**config.mk**
```make
export PLATFORM = sky130hd
export DESIGN_NAME = hazard_ctrl_flat
export DESIGN_NICKNAME = d
export VERILOG_FILES = /design/src/rtl/hazard_ctrl_if.sv /design/src/rtl/hazard_ctrl.sv /design/src/flat_wrapper.sv
export SDC_FILE = /design/constraint.sdc
export NUM_CORES = 1
export LEC_CHECK = 0
export ABC_CLOCK_PERIOD_IN_PS = 4530
export BUFFER_PORTS_ARGS = -buffer_cell sky130_fd_sc_hd__buf_2
export CELL_PAD_IN_SITES_DETAIL_PLACEMENT = 0
export CELL_PAD_IN_SITES_GLOBAL_PLACEMENT = 1
export CORE_MARGIN = 2
export CORE_UTILIZATION = 47
export DETAILED_ROUTE_END_ITERATION = 8
export MAX_ROUTING_LAYER = met4
export PLACE_DENSITY_LB_ADDON = 0.1
export SYNTH_ARGS = -nofsm -noshare
export SYNTH_HDL_FRONTEND = slang
export SYNTH_SLANG_ARGS = --single-unit
```
**constraint.sdc**
```tcl
create_clock -name clk -period 4.53 [get_ports clk]
set_input_delay 0.906 -clock clk [delete_from_list [all_inputs] [get_ports clk]]
set_output_delay 0.906 -clock clk [all_outputs]
set_load 0.005 [all_outputs]
```
**src/rtl/hazard_ctrl_if.sv**
```systemverilog
// Decode-to-hazard-unit bundle: the D-stage Tuse/Tnew/address tuple going in,
// and the stall request, forwarding selects and stall counter coming back.
interface hazard_ctrl_if #(
  parameter int CNT_W = 32
);
  logic [1:0]       tuse_rs_d;
  logic [1:0]       tuse_rt_d;
  logic [1:0]       tnew_d;
  logic [4:0]       a_rs_d;
  logic [4:0]       a_rt_d;
  logic [4:0]       a_write_d;
  logic             stall;
  logic [1:0]       fwd_rs_d;
  logic [1:0]       fwd_rt_d;
  logic [1:0]       fwd_rs_e;
  logic [1:0]       fwd_rt_e;
  logic             fwd_rt_m;
  logic [CNT_W-1:0] stall_cnt;

  modport master (
    output tuse_rs_d, tuse_rt_d, tnew_d, a_rs_d, a_rt_d, a_write_d,
    input  stall, fwd_rs_d, fwd_rt_d, fwd_rs_e, fwd_rt_e, fwd_rt_m, stall_cnt
  );

  modport slave (
    input  tuse_rs_d, tuse_rt_d, tnew_d, a_rs_d, a_rt_d, a_write_d,
    output stall, fwd_rs_d, fwd_rt_d, fwd_rs_e, fwd_rt_e, fwd_rt_m, stall_cnt
  );
endinterface

```
**src/rtl/hazard_ctrl.sv**
```systemverilog
// Stall/forward scheduler for the 5-stage MIPS pipeline: shadows the decode
// Tuse/Tnew tuple down E/M/W and derives stall plus every forwarding select.
module hazard_ctrl #(
  parameter int CNT_W = 32
) (
  input  logic        clk,
  input  logic        reset_n,
  hazard_ctrl_if.slave hz
);

  logic [4:0]       a_rs_e_q, a_rs_e_d;
  logic [4:0]       a_rt_e_q, a_rt_e_d;
  logic [4:0]       a_write_e_q, a_write_e_d;
  logic [1:0]       tnew_e_q, tnew_e_d;
  logic [4:0]       a_rt_m_q, a_rt_m_d;
  logic [4:0]       a_write_m_q, a_write_m_d;
  logic [1:0]       tnew_m_q, tnew_m_d;
  logic [4:0]       a_write_w_q, a_write_w_d;
  logic [CNT_W-1:0] stall_cnt_q, stall_cnt_d;
  logic             stall;

  function automatic logic [1:0] sat0(input logic [1:0] x);
    return (x == 2'd0) ? 2'd0 : x - 2'd1;
  endfunction

  function automatic logic need_stall(input logic [1:0] tuse, input logic [4:0] addr,
                                      input logic [4:0] aw_e, input logic [1:0] tn_e,
                                      input logic [4:0] aw_m, input logic [1:0] tn_m);
    return (tuse != 2'd3) && (addr != 5'd0) &&
           (((addr == aw_e) && (tn_e > tuse)) || ((addr == aw_m) && (tn_m > tuse)));
  endfunction

  // The youngest matching stage decides; if its result is not ready yet,
  // older stages must not be consulted or stale data would be forwarded.
  function automatic logic [1:0] sel_d(input logic [4:0] addr,
                                       input logic [4:0] aw_e, input logic [1:0] tn_e,
                                       input logic [4:0] aw_m, input logic [1:0] tn_m,
                                       input logic [4:0] aw_w);
    logic [1:0] sel;
    sel = 2'd0;
    if (addr == 5'd0)      sel = 2'd0;
    else if (addr == aw_e) sel = (tn_e == 2'd0) ? 2'd1 : 2'd0;
    else if (addr == aw_m) sel = (tn_m == 2'd0) ? 2'd2 : 2'd0;
    else if (addr == aw_w) sel = 2'd3;
    return sel;
  endfunction

  function automatic logic [1:0] sel_e(input logic [4:0] addr,
                                       input logic [4:0] aw_m, input logic [1:0] tn_m,
                                       input logic [4:0] aw_w);
    logic [1:0] sel;
    sel = 2'd0;
    if (addr == 5'd0)      sel = 2'd0;
    else if (addr == aw_m) sel = (tn_m == 2'd0) ? 2'd2 : 2'd0;
    else if (addr == aw_w) sel = 2'd3;
    return sel;
  endfunction

  always_comb begin
    stall = need_stall(hz.tuse_rs_d, hz.a_rs_d, a_write_e_q, tnew_e_q, a_write_m_q, tnew_m_q) |
            need_stall(hz.tuse_rt_d, hz.a_rt_d, a_write_e_q, tnew_e_q, a_write_m_q, tnew_m_q);

    // A stall turns the E slot into a bubble while M and W keep draining.
    a_rs_e_d    = stall ? 5'd0 : hz.a_rs_d;
    a_rt_e_d    = stall ? 5'd0 : hz.a_rt_d;
    a_write_e_d = stall ? 5'd0 : hz.a_write_d;
    tnew_e_d    = stall ? 2'd0 : sat0(hz.tnew_d);
    a_rt_m_d    = a_rt_e_q;
    a_write_m_d = a_write_e_q;
    tnew_m_d    = sat0(tnew_e_q);
    a_write_w_d = a_write_m_q;

    stall_cnt_d = stall_cnt_q;
    if (stall && (stall_cnt_q != {CNT_W{1'b1}})) stall_cnt_d = stall_cnt_q + CNT_W'(1);

    hz.stall     = stall;
    hz.fwd_rs_d  = sel_d(hz.a_rs_d, a_write_e_q, tnew_e_q, a_write_m_q, tnew_m_q, a_write_w_q);
    hz.fwd_rt_d  = sel_d(hz.a_rt_d, a_write_e_q, tnew_e_q, a_write_m_q, tnew_m_q, a_write_w_q);
    hz.fwd_rs_e  = sel_e(a_rs_e_q, a_write_m_q, tnew_m_q, a_write_w_q);
    hz.fwd_rt_e  = sel_e(a_rt_e_q, a_write_m_q, tnew_m_q, a_write_w_q);
    hz.fwd_rt_m  = (a_rt_m_q != 5'd0) && (a_rt_m_q == a_write_w_q);
    hz.stall_cnt = stall_cnt_q;
  end

  always_ff @(posedge clk or negedge reset_n) begin
    if (!reset_n) begin
      a_rs_e_q    <= 5'd0;
      a_rt_e_q    <= 5'd0;
      a_write_e_q <= 5'd0;
      tnew_e_q    <= 2'd0;
      a_rt_m_q    <= 5'd0;
      a_write_m_q <= 5'd0;
      tnew_m_q    <= 2'd0;
      a_write_w_q <= 5'd0;
      stall_cnt_q <= '0;
    end else begin
      a_rs_e_q    <= a_rs_e_d;
      a_rt_e_q    <= a_rt_e_d;
      a_write_e_q <= a_write_e_d;
      tnew_e_q    <= tnew_e_d;
      a_rt_m_q    <= a_rt_m_d;
      a_write_m_q <= a_write_m_d;
      tnew_m_q    <= tnew_m_d;
      a_write_w_q <= a_write_w_d;
      stall_cnt_q <= stall_cnt_d;
    end
  end

endmodule

```
**src/flat_wrapper.sv**
```systemverilog
// flat-port wrapper written by rule: the top's interface ports become plain ports
module hazard_ctrl_flat 
#(
  parameter int CNT_W = 32
)
  (clk, reset_n, hz_tuse_rs_d, hz_tuse_rt_d, hz_tnew_d, hz_a_rs_d, hz_a_rt_d, hz_a_write_d, hz_stall, hz_fwd_rs_d, hz_fwd_rt_d, hz_fwd_rs_e, hz_fwd_rt_e, hz_fwd_rt_m, hz_stall_cnt);
  hazard_ctrl_if #(.CNT_W(CNT_W)) hz_i ();
  input  logic clk;
  input  logic reset_n;
  input wire logic [$bits(hz_i.tuse_rs_d)-1:0] hz_tuse_rs_d;
  input wire logic [$bits(hz_i.tuse_rt_d)-1:0] hz_tuse_rt_d;
  input wire logic [$bits(hz_i.tnew_d)-1:0] hz_tnew_d;
  input wire logic [$bits(hz_i.a_rs_d)-1:0] hz_a_rs_d;
  input wire logic [$bits(hz_i.a_rt_d)-1:0] hz_a_rt_d;
  input wire logic [$bits(hz_i.a_write_d)-1:0] hz_a_write_d;
  output wire logic [$bits(hz_i.stall)-1:0] hz_stall;
  output wire logic [$bits(hz_i.fwd_rs_d)-1:0] hz_fwd_rs_d;
  output wire logic [$bits(hz_i.fwd_rt_d)-1:0] hz_fwd_rt_d;
  output wire logic [$bits(hz_i.fwd_rs_e)-1:0] hz_fwd_rs_e;
  output wire logic [$bits(hz_i.fwd_rt_e)-1:0] hz_fwd_rt_e;
  output wire logic [$bits(hz_i.fwd_rt_m)-1:0] hz_fwd_rt_m;
  output wire logic [$bits(hz_i.stall_cnt)-1:0] hz_stall_cnt;
  assign hz_i.tuse_rs_d = hz_tuse_rs_d;
  assign hz_i.tuse_rt_d = hz_tuse_rt_d;
  assign hz_i.tnew_d = hz_tnew_d;
  assign hz_i.a_rs_d = hz_a_rs_d;
  assign hz_i.a_rt_d = hz_a_rt_d;
  assign hz_i.a_write_d = hz_a_write_d;
  assign hz_stall = hz_i.stall;
  assign hz_fwd_rs_d = hz_i.fwd_rs_d;
  assign hz_fwd_rt_d = hz_i.fwd_rt_d;
  assign hz_fwd_rs_e = hz_i.fwd_rs_e;
  assign hz_fwd_rt_e = hz_i.fwd_rt_e;
  assign hz_fwd_rt_m = hz_i.fwd_rt_m;
  assign hz_stall_cnt = hz_i.stall_cnt;
  hazard_ctrl #(.CNT_W(CNT_W)) u_core (.clk(clk), .reset_n(reset_n), .hz(hz_i));
endmodule
```
Word-level counts from Yosys, hierarchy flattened
Index checks and enable logic that the tools add are counted.

word-level totals
  register bits after elaboration = 66

cells by class
  reductions and logical operators = 22
  mux-type cells = 22
  eq/ne operators = 14
  bitwise operators = 1
  order comparisons = 4
  add/subtract/negate cells = 3

operators by type and width
  operator                                           number
  equality test 5 bit                                11
  two-way mux 2 bit                                  18
  adder 32 x 1 -> 32 bit (second input constant)     1
  != test 32 bit (second input constant)             1
  zero test 5 bit                                    4
  two-way mux 5 bit                                  3
  nonzero test 5 bit                                 3
  logical AND 1 bit                                  10
  greater-than comparator 2 bit                      4
  zero test 2 bit                                    3
  != test 2 bit (second input constant)              2
  subtractor 2 x 1 -> 2 bit (second input constant)  2
  logical OR 1 bit                                   2
  two-way mux 1 bit                                  1
  bitwise OR 1 bit                                   1

Depth between registers and ports, before layout
Gate-level depths: netlist of run 1.

  depth in word-level cells = 6
  depth in mapped cells = 10

Worst setup path before layout of run 1
OpenSTA, ideal clock, no wires.

  kind = input to output
  start point = input port hz_a_rs_d[0]
  end point = output port hz_stall
  arrival time = 2,294 ps
  required time = 3,624 ps
  setup slack = 1,330 ps
  cell stages on the path = 7
  buffers on the path = 1
  cells stage by stage = or4_1 -> or2_1 -> o211ai_2 -> a2bb2oi_4 -> and2_4 -> buf_6 -> inv_2

between the ends
  word-level cells in the longest chain between the ends = 5

ends and longest elaborated chain
  item                   line                source
  from (decl)            flat_wrapper.sv:13  input wire logic [$bits(hz_i.a_rs_d)-1:0] hz_a_rs_d;
  equality test 5 bit    hazard_ctrl.sv:30   (((addr == aw_e) && (tn_e > tuse)) || ((addr == aw_m) && (tn_m > tuse)));
  logical AND 1 bit      hazard_ctrl.sv:30
  logical OR 1 bit       hazard_ctrl.sv:30
  logical AND 1 bit (*)  hazard_ctrl.sv:29   return (tuse != 2'd3) && (addr != 5'd0) &&
  bitwise OR 1 bit (*)   hazard_ctrl.sv:60   stall = need_stall(hz.tuse_rs_d, hz.a_rs_d, a_write_e_q, tnew_e_q, a_write_m_q, tnew_m_q) |
  to (decl)              flat_wrapper.sv:16  output wire logic [$bits(hz_i.stall)-1:0] hz_stall;

Mark *: on every way between the ends. The rest lies on a longest branch, timed or not.

Final worst setup path of run 1
  start point = input port hz_a_rt_d[0]
  end point = output port hz_stall

between the ends
  word-level cells in the longest chain between the ends = 5

ends and longest elaborated chain
  item                   line                source
  from (decl)            flat_wrapper.sv:14  input wire logic [$bits(hz_i.a_rt_d)-1:0] hz_a_rt_d;
  equality test 5 bit    hazard_ctrl.sv:30
  logical AND 1 bit      hazard_ctrl.sv:30
  logical OR 1 bit       hazard_ctrl.sv:30
  logical AND 1 bit (*)  hazard_ctrl.sv:29
  bitwise OR 1 bit (*)   hazard_ctrl.sv:60

Marked as above.

==> impl.org, run 1 <==
** Route
- DRC violation count after routing :: 0
- Routed wire length :: between 8 and 9 mm
- The first detailed-routing pass took 4 iterations.
- Dividing the detail-routed via count by the number of cells gives around 5.3.
- DRC marker count from the first detailed-route iteration :: 137
- The final route contains around 2.7k vias.
- Antenna Violating Nets Remaining :: 0
- Average wire length per cell after detail routing :: approximately 16 um

** CTS
- Number of buffers on the longest clock path :: 2
- CTS tree :: done
- After clock tree synthesis, the clock-pin slew on the worst setup and hold paths is 70 ps.
- Number of buffers inserted for hold repair after clock tree synthesis :: 0
- In this run the post-CTS setup repair buffer count came out at 0.
- Number of levels in the clock H-tree :: 3
- The tree built by TritonCTS fans out to 66 sinks.
- Worst skew pair latency :: 340 ps
- Num CTS Buffers :: 9
- Post-CTS repair changed the size of 0 cells.
- The root buffer cell chosen for the clock tree is clkbuf_8.

** Finish
- Post-Route Utilization :: 56.1%
- Net count, final :: roughly 440
- Once layout is done, the placed cells without fillers occupy 4310 sq um.
- Commonest non-fill, non-tap cells in the layout :: 66 x dfrtp_1, 64 x buf_2, 47 x xor2_1, 38 x xnor2_1, 25 x and3_1
- Most common cell after layout, fill and taps aside :: dfrtp_1
- Non-Filler Instances :: 512
- Of the cells placed in the final design, the portion with a size suffix greater than 1 is 26.3%.
- 0 antenna diodes ended up in the layout.
- From synthesis to final layout, the design area changed by 16.3%.

** Logic synthesis
- Synthesis produced a netlist whose cell count is 340.
- In the synthesized netlist the dominant register cell turns out to be dfrtp_1.
- The mapped netlist covers 3710 sq um.
- Synth top area share :: 44.5%
- Counting flops with a built-in enable in the synthesized netlist gives 0.
- Synthesis instantiated 44 different standard cells from the library.
- Yosys attributes the largest share of cell area to dfrtp_1 45%, xor2_1 11%, xnor2_1 9.0%.
- Ys async rst share :: 100%
- Sequential element share of the synthesized area :: 44.5%
- In this run the mean area of a mapped cell was 10.9 sq um.
- Number of nets produced by synthesis :: approximately 370
- The synthesized design spends more area on one cell type than any other, namely dfrtp_1.
- FF+latch count, synth :: 66
- Total of warnings raised by yosys :: 0

** STA
- Number of endpoints failing setup at the final stage :: 0
- On the final layout, the worst clock skew is 6.06 ps.
- Sum of negative setup slack :: 0 ps
- Number of hold-slack violations in the final timing report :: 0
- The count of pins over their slew limit is 0.
- Least-Margin Pin Slew :: 915 ps
- Post-route worst hold slack :: about 450 ps
- RSZ-0062 raised after global routing :: false
- Setup slack closes at 759 ps.
- Timing would allow up to about 270 MHz.
- Final period util :: 83.2%
- Slew headroom :: 39.0%
- Post-route minimum period :: 3770 ps

** Critical path
- The critical path ends at hz_stall.
- Data arrives at the worst endpoint at 2870 ps.
- The most critical setup path has its startpoint at hz_a_rt_d[0].
- In this run the worst path has a maximum fanout of 20.
- At the worst endpoint, the required time is 3620 ps.
- The endpoint identified for the worst register-to-register timing path is u_core.hz.stall_cnt[20].
- Register-to-register setup slack :: 1750 ps
- STA classifies the critical path startpoint as an input pin.
- Worst Setup Path Type :: in2out
- In this run the critical register-to-register path is launched from u_core.hz.stall_cnt[0].
- Kind of capture point of the worst setup path :: output port
- Length in cells of the worst reg-to-reg path :: 8

** Pwr
- Int Power :: 995 uW
- Dividing total power by cell area gives a power density of 318 nW/um^2.
- Max VDD drop :: 166 uV
- Power comes to 1.37 mW.
- Switching share of power :: 27.5%
- In this run the static leakage power is 2.11 nW.
- Fraction of power consumed by sequential logic :: between 40% and 50%
- Share of total power in combinational logic :: 13.2%
- Switching component of the power :: 378 uW
- Clock network power share :: 37.3%

** Hold path
- The startpoint identified for the worst hold timing path is u_core.a_write_e_q[1].
- The tightest min-delay check is of the reg2reg type.
- Number of cells on the worst hold path :: 0

** Placed design
- Once placement completed, the tool counted placed cells totaling 496.
- Pre-CTS worst setup slack :: 741 ps
- Summing all placed instances gives a cell area of 4110 sq um.
- Final weighted congestion in routability-driven placement :: 0.873
- The count of buffers added on input and output ports is 64.
- Detailed placement ended at an HPWL of roughly 6 mm.

** Floorplan
- In this run the vertical extent of the chip is around 93 um.
- Effective utilization at floorplan :: about half
- The initialized floorplan defines 32 standard-cell rows.
- Die X-Extent :: about 93 um
- Core footprint :: 7690 sq um
- For this design the top-level I/O count stands at 65.
- The die covers 8620 sq um.

** Global routing
- In the global route stage, overall resource usage came out at 21.3%.
- Wire length of the first global-routing pass :: 13.8 mm
- The via count of the first global-routing pass is 2729.
- Gr ovfl total :: 0
- Entering global routing, the biggest net connects 43 pins.
- The number of antenna violations at the first check in global routing came to 0.

** Run
- Max-cap viol count :: 0

** Status
- The run finished with clean final reports.
## layer usage
layer  GRT usage, %  vias up  part of all wire [%]
li1               -     1317                     -
met1           28.4     1306                    46
met2           32.7       61                    48
met3           5.53        6                   4.8
met4           5.51        0                  0.79
met5              -        -                     0
## state kept, by name, summed over array words and instances, names as in the netlist
name	count
u_core.hz.stall_cnt	32
u_core.a_write_w_q	5
u_core.a_write_m_q	5
u_core.tnew_m_q	2
u_core.a_rs_e_q	5
u_core.a_rt_m_q	5
u_core.tnew_e_q	2
u_core.a_rt_e_q	5
u_core.a_write_e_q	5
## synthesized netlist by cell type, types with 3 or more instances
master / count
nor4_1: 7
buf_2: 3
nor2_1: 13
inv_1: 9
nor3_1: 10
and4_1: 5
nor4_2: 11
dfrtp_1: 66
or4_1: 3
and3_1: 25
nand2_1: 19
nand4_1: 11
xnor2_1: 38
nand3_1: 15
a21oi_1: 7
xor2_1: 47
clkbuf_1: 6
and2_1: 4
ha_1: 9
## critical path: stages
cell and delay (ps):
buf_2 140, or4_4 550, nor2_4 180, a2111oi_4 90, a22oi_4 400, and2_4 430
inv_2 40, buf_2 120
## how the worst min path moves through the flow
stage / slack [ps] / endpoint
2_1_floorplan: 410 / u_core.a_write_m_q[1]
3_3_place_gp: 440 / u_core.a_write_m_q[1]
3_5_place_dp: 440 / u_core.a_write_m_q[1]
4_1_cts: 450 / u_core.a_write_m_q[1]
5_1_grt: 480 / u_core.a_write_m_q[1]
6_report: 450 / u_core.a_write_m_q[1]
## kinds of logic after synthesis
group	synth area share [%]
and+or+nand+nor	23.7
xor gates and xnor gates	20.1
DFF	44.5
buffers and inverters	2.73
AOI/OAI and AO/OA	5.40
adders and majority gates	3.04
muxes	0.573
## layout make-up
class / count / area [sq um]
multi-input cells: 252 / 1960
clock buffers: 11 / 151
inverters: 10 / 37.5
fillers: 714 / 3370
well taps: 102 / 128
flip-flops and latches: 66 / 1650
clock inverters: 5 / 52.6
repair buffers: 66 / 335
## power by group through the flow
stage | registers, mW | logic, mW | clock network, mW
2_1_floorplan | 0.672 | 0.126 | 0
3_3_place_gp | 0.690 | 0.181 | 0
3_5_place_dp | 0.691 | 0.185 | 0
4_1_cts | 0.679 | 0.187 | 0.524
5_1_grt | 0.685 | 0.207 | 0.552
6_report | 0.679 | 0.182 | 0.512
No activity file was read; power rests on OpenSTA's default activity.
==> inputs of run 2 (changes only) <==
--- a/config.mk
+++ b/config.mk
@@ -5,12 +5,12 @@
 export SDC_FILE = /design/constraint.sdc
 export NUM_CORES = 1
 export LEC_CHECK = 0
-export ABC_CLOCK_PERIOD_IN_PS = 4530
+export ABC_CLOCK_PERIOD_IN_PS = 3500
 export BUFFER_PORTS_ARGS = -buffer_cell sky130_fd_sc_hd__buf_2
 export CELL_PAD_IN_SITES_DETAIL_PLACEMENT = 0
 export CELL_PAD_IN_SITES_GLOBAL_PLACEMENT = 1
 export CORE_MARGIN = 2
-export CORE_UTILIZATION = 47
+export CORE_UTILIZATION = 44
 export DETAILED_ROUTE_END_ITERATION = 8
 export MAX_ROUTING_LAYER = met4
 export PLACE_DENSITY_LB_ADDON = 0.1
==> constraint.sdc (replaced) <==
create_clock -name clk -period 3.5 [get_ports clk]
set_input_delay 0.7 -clock clk [delete_from_list [all_inputs] [get_ports clk]]
set_output_delay 0.7 -clock clk [all_outputs]
set_load 0.005 [all_outputs]
==> run 2 against run 1 <==
- die area rose by 6.5%
- cell count rose by 1.4%
- clock-buffer cell count fell by 2
- largest cell class unchanged
==> impl.org, run 2 (same netlist as run 1, synthesis figures left out) <==
** Pwr
- Share of total power in combinational logic :: 13.2% (about the same)
- The leakage power of the design is 2.13 nW (+1.1%).
- Max VDD drop :: 225 uV (+35%)
- The net switching power of the design was 503 uW (+33%).
- The share of total power in sequential cells came to 48.0% (-1.5 points).
- The proportion of power drawn by the clock network came to 38.8% (+1.5 points).
- The total power density per cell area came to 418 nW/um^2 (+31%).
- Int Power :: 1.33 mW (+33%)
- Switching share of power :: 27.5% (about the same)

** Route
- The number of optimization iterations in the first detailed-route pass came to 4 (unchanged).
- Routed vias :: 2721 (+1.2%)
- The detailed-route DRC error count is 0 (unchanged).
- Number of vias per cell :: 5.24 (-0.21%)
- Antenna Violating Nets Remaining :: 0 (unchanged)
- The wire length after detailed routing is 8.58 mm (+3.0%).
- DRC marker count from the first detailed-route iteration :: 89 (-35%)
- The mean routed wirelength per cell is 16.5 um (+1.7%).

** STA
- F_max :: ~340 MHz
- Slew headroom :: 45.5% (+6.5 points)
- The total count of hold-check failures in the final report came to 0 (unchanged).
- Sum of negative setup slack :: 0 ps (unchanged)
- Worst clock skew :: 11.8 ps (+5.74 ps)
- The total setup violations reported at the end of the flow came to 0 (unchanged).
- Final Slew Violations :: 0 (unchanged)
- Final period util :: 83.6%
- Least-Margin Pin Slew :: 818 ps (-97.4 ps)
- Setup repair after global routing left no endpoint under its margin.
- Post-route minimum period :: 2920 ps

** Global routing
- The first-pass GRT wire length was 14.0 mm (+1.2%).
- The pin count of the biggest net entering global routing is 35 (-19%).
- Antenna violations before repair :: 0 (unchanged)
- Vias in the first global route :: 2765 (+1.3%)
- The overall track demand over capacity in global routing came to 20.8% (-0.47 points).
- Gr ovfl total :: 0 (unchanged)

** Critical path
- Kind of capture point of the worst setup path :: output port
- Startpoint types :: input pin
- Counting stages on the worst path, the most repeated cell is buf_2.
- Worst Setup Path Type :: in2out
- Stage delay of the slowest cell on the critical path :: 560 ps (about the same)
- Worst path top cell family by delay :: simple AND/OR/NAND/NOR gates
- Buffer and inverter count on the worst path :: 3 (unchanged)
- Traced cell by cell, the critical path runs through buf_2 > or4_1 > or2_1 > o211ai_2 > a2bb2oi_4 > and2_4 > inv_2 > buf_2.
- Slowest library cell on the worst path :: or4_1
- The maximum fanout count along the critical path is 5 (-75%).
- The critical path starts at hz_a_rs_d[0].
- The required time at the endpoint of the critical path is 2800 ps (-820 ps).
- Worst path arrival time :: 2220 ps (-650 ps)
- RR Startpoint :: u_core.tnew_e_q[1]

** Finish
- The post-layout instance count excluding filler cells came to 519 (+1.4%).
- Area growth from synthesis to layout :: 17.9%
- The number of flip-flops in the largest register was 32 (unchanged).
- Most common cell after layout, fill and taps aside :: dfrtp_1
- Total inserted antenna cells :: 0 (unchanged)
- Commonest non-fill, non-tap cells in the layout :: 66 x dfrtp_1, 64 x buf_2, 47 x xor2_1, 38 x xnor2_1, 25 x and3_1
- The share of final-layout standard cells stronger than drive strength 1 came to 27.1% (+0.71 points).
- The total number of nets in the final design was 441 (+0.92%).

** Placed design
- The placer's final routability congestion estimate is 0.846 (-3.1%).
- The post-placement cell count came to 503 (+1.4%).
- The count of port buffers added during placement is 64 (unchanged).
- The post-detailed-placement half-perimeter wirelength was 6.21 mm (+3.1%).

** Floorplan
- Effective utilization at floorplan :: 45.4% (-2.9 points)
- The count of boundary I/O pins came to 65 (unchanged).
- The overall die height was 95.8 um (+3.2%).
- The number of core rows came to 33 (+3.1%).
- The standard cell core area came to 8180 sq um (+6.3%).
- Die X-Extent :: 95.8 um (+3.2%)
- The total die area came to 9180 sq um (+6.5%).

** CTS
- Number of buffers inserted for hold repair after clock tree synthesis :: 0 (unchanged)
- The H-tree depth was 3 (unchanged).
- Post-CTS clock slew at the launch and capture registers of the worst setup and hold paths :: 80 ps (about the same)
- Worst skew pair latency :: 340 ps (about the same)
- The post-cts gate resize count came to 0 (unchanged).
- Clock tree sinks :: 66 (unchanged)
- Postcts setup bufs :: 0 (unchanged)
- Number of buffers on the longest clock path :: 2 (unchanged)
- CTS tree :: done
- Root cell of the clock tree :: clkbuf_8
- Num CTS Buffers :: 9 (unchanged)

** Run
- The number of maximum-capacitance violations is 0 (unchanged).

** Status
- Status :: complete, no violations

** Hold path
- The worst hold path belongs to the class in2async.
-- run 2: cell types whose count changed in the layout (fill, tap and decap cells not counted) --
cell,change
buf_12,+1
buf_4,+3
bufinv_16,+1
clkbuf_8,-2
clkinv_2,-1
clkinv_4,+1
clkinvlp_4,+1
-- run 2: metal layers --
layer	GRT usage, %	up-vias	part of all wire, %
met3	3.52	16	4.6
met4	7.86	0	1.6
li1	-	1321	-
met5	-	-	0
met1	28.0	1318	47
met2	31.8	66	46
-- run 2: final timing paths --
path / end / slack, ps / cells past startpoint
min in group clk: u_core.a_write_m_q[1] / 450 / 0
worst max register to register: u_core.hz.stall_cnt[20] / 1080 / 9
worst min register to register: u_core.a_write_m_q[1] / 450 / 0
max in group asynchronous: u_core.tnew_m_q[0] / 2390 / 2
worst min-delay path: u_core.a_rt_m_q[4] / 450 / 1
worst max-delay path: hz_stall / 580 / 8
-- run 2: layout make-up --
class | count | area (sq um)
flip-flops and latches | 66 | 1650
inverters | 10 | 37.5
fillers | 764 | 3800
clock inverters | 7 | 93.8
repair buffers | 70 | 378
clock buffers | 9 | 124
multi-input cells | 252 | 1960
well taps | 105 | 131
-- run 2: per-stage QoR --
| stage | power (mW) | instance area [sq um] | hold WS [ps] | utilization (%) | setup WS, ps |
|---|---|---|---|---|---|
| 2_1_floorplan | 1.03 | 3710 | 404 | - | 712 |
| 3_3_place_gp | 1.13 | 4160 | 438 | 50.8 | 613 |
| 3_5_place_dp | 1.14 | 4160 | 437 | 50.8 | 575 |
| 4_1_cts | 1.85 | 4370 | 453 | 53.5 | 567 |
| 5_1_grt | 1.92 | 4370 | 476 | 53.5 | 478 |
| 6_report | 1.83 | 4370 | 446 | 53.5 | 575 |
-- run 2: power groups by stage --
| stage | Clock (mW) | Combinational [mW] | Sequential [mW] |
|---|---|---|---|
| global placement | 0 | 0.242 | 0.893 |
| CTS | 0.727 | 0.246 | 0.878 |
| global route | 0.760 | 0.273 | 0.886 |
| detailed placement | 0 | 0.244 | 0.894 |
| floorplan | 0 | 0.163 | 0.869 |
| finish | 0.710 | 0.241 | 0.878 |
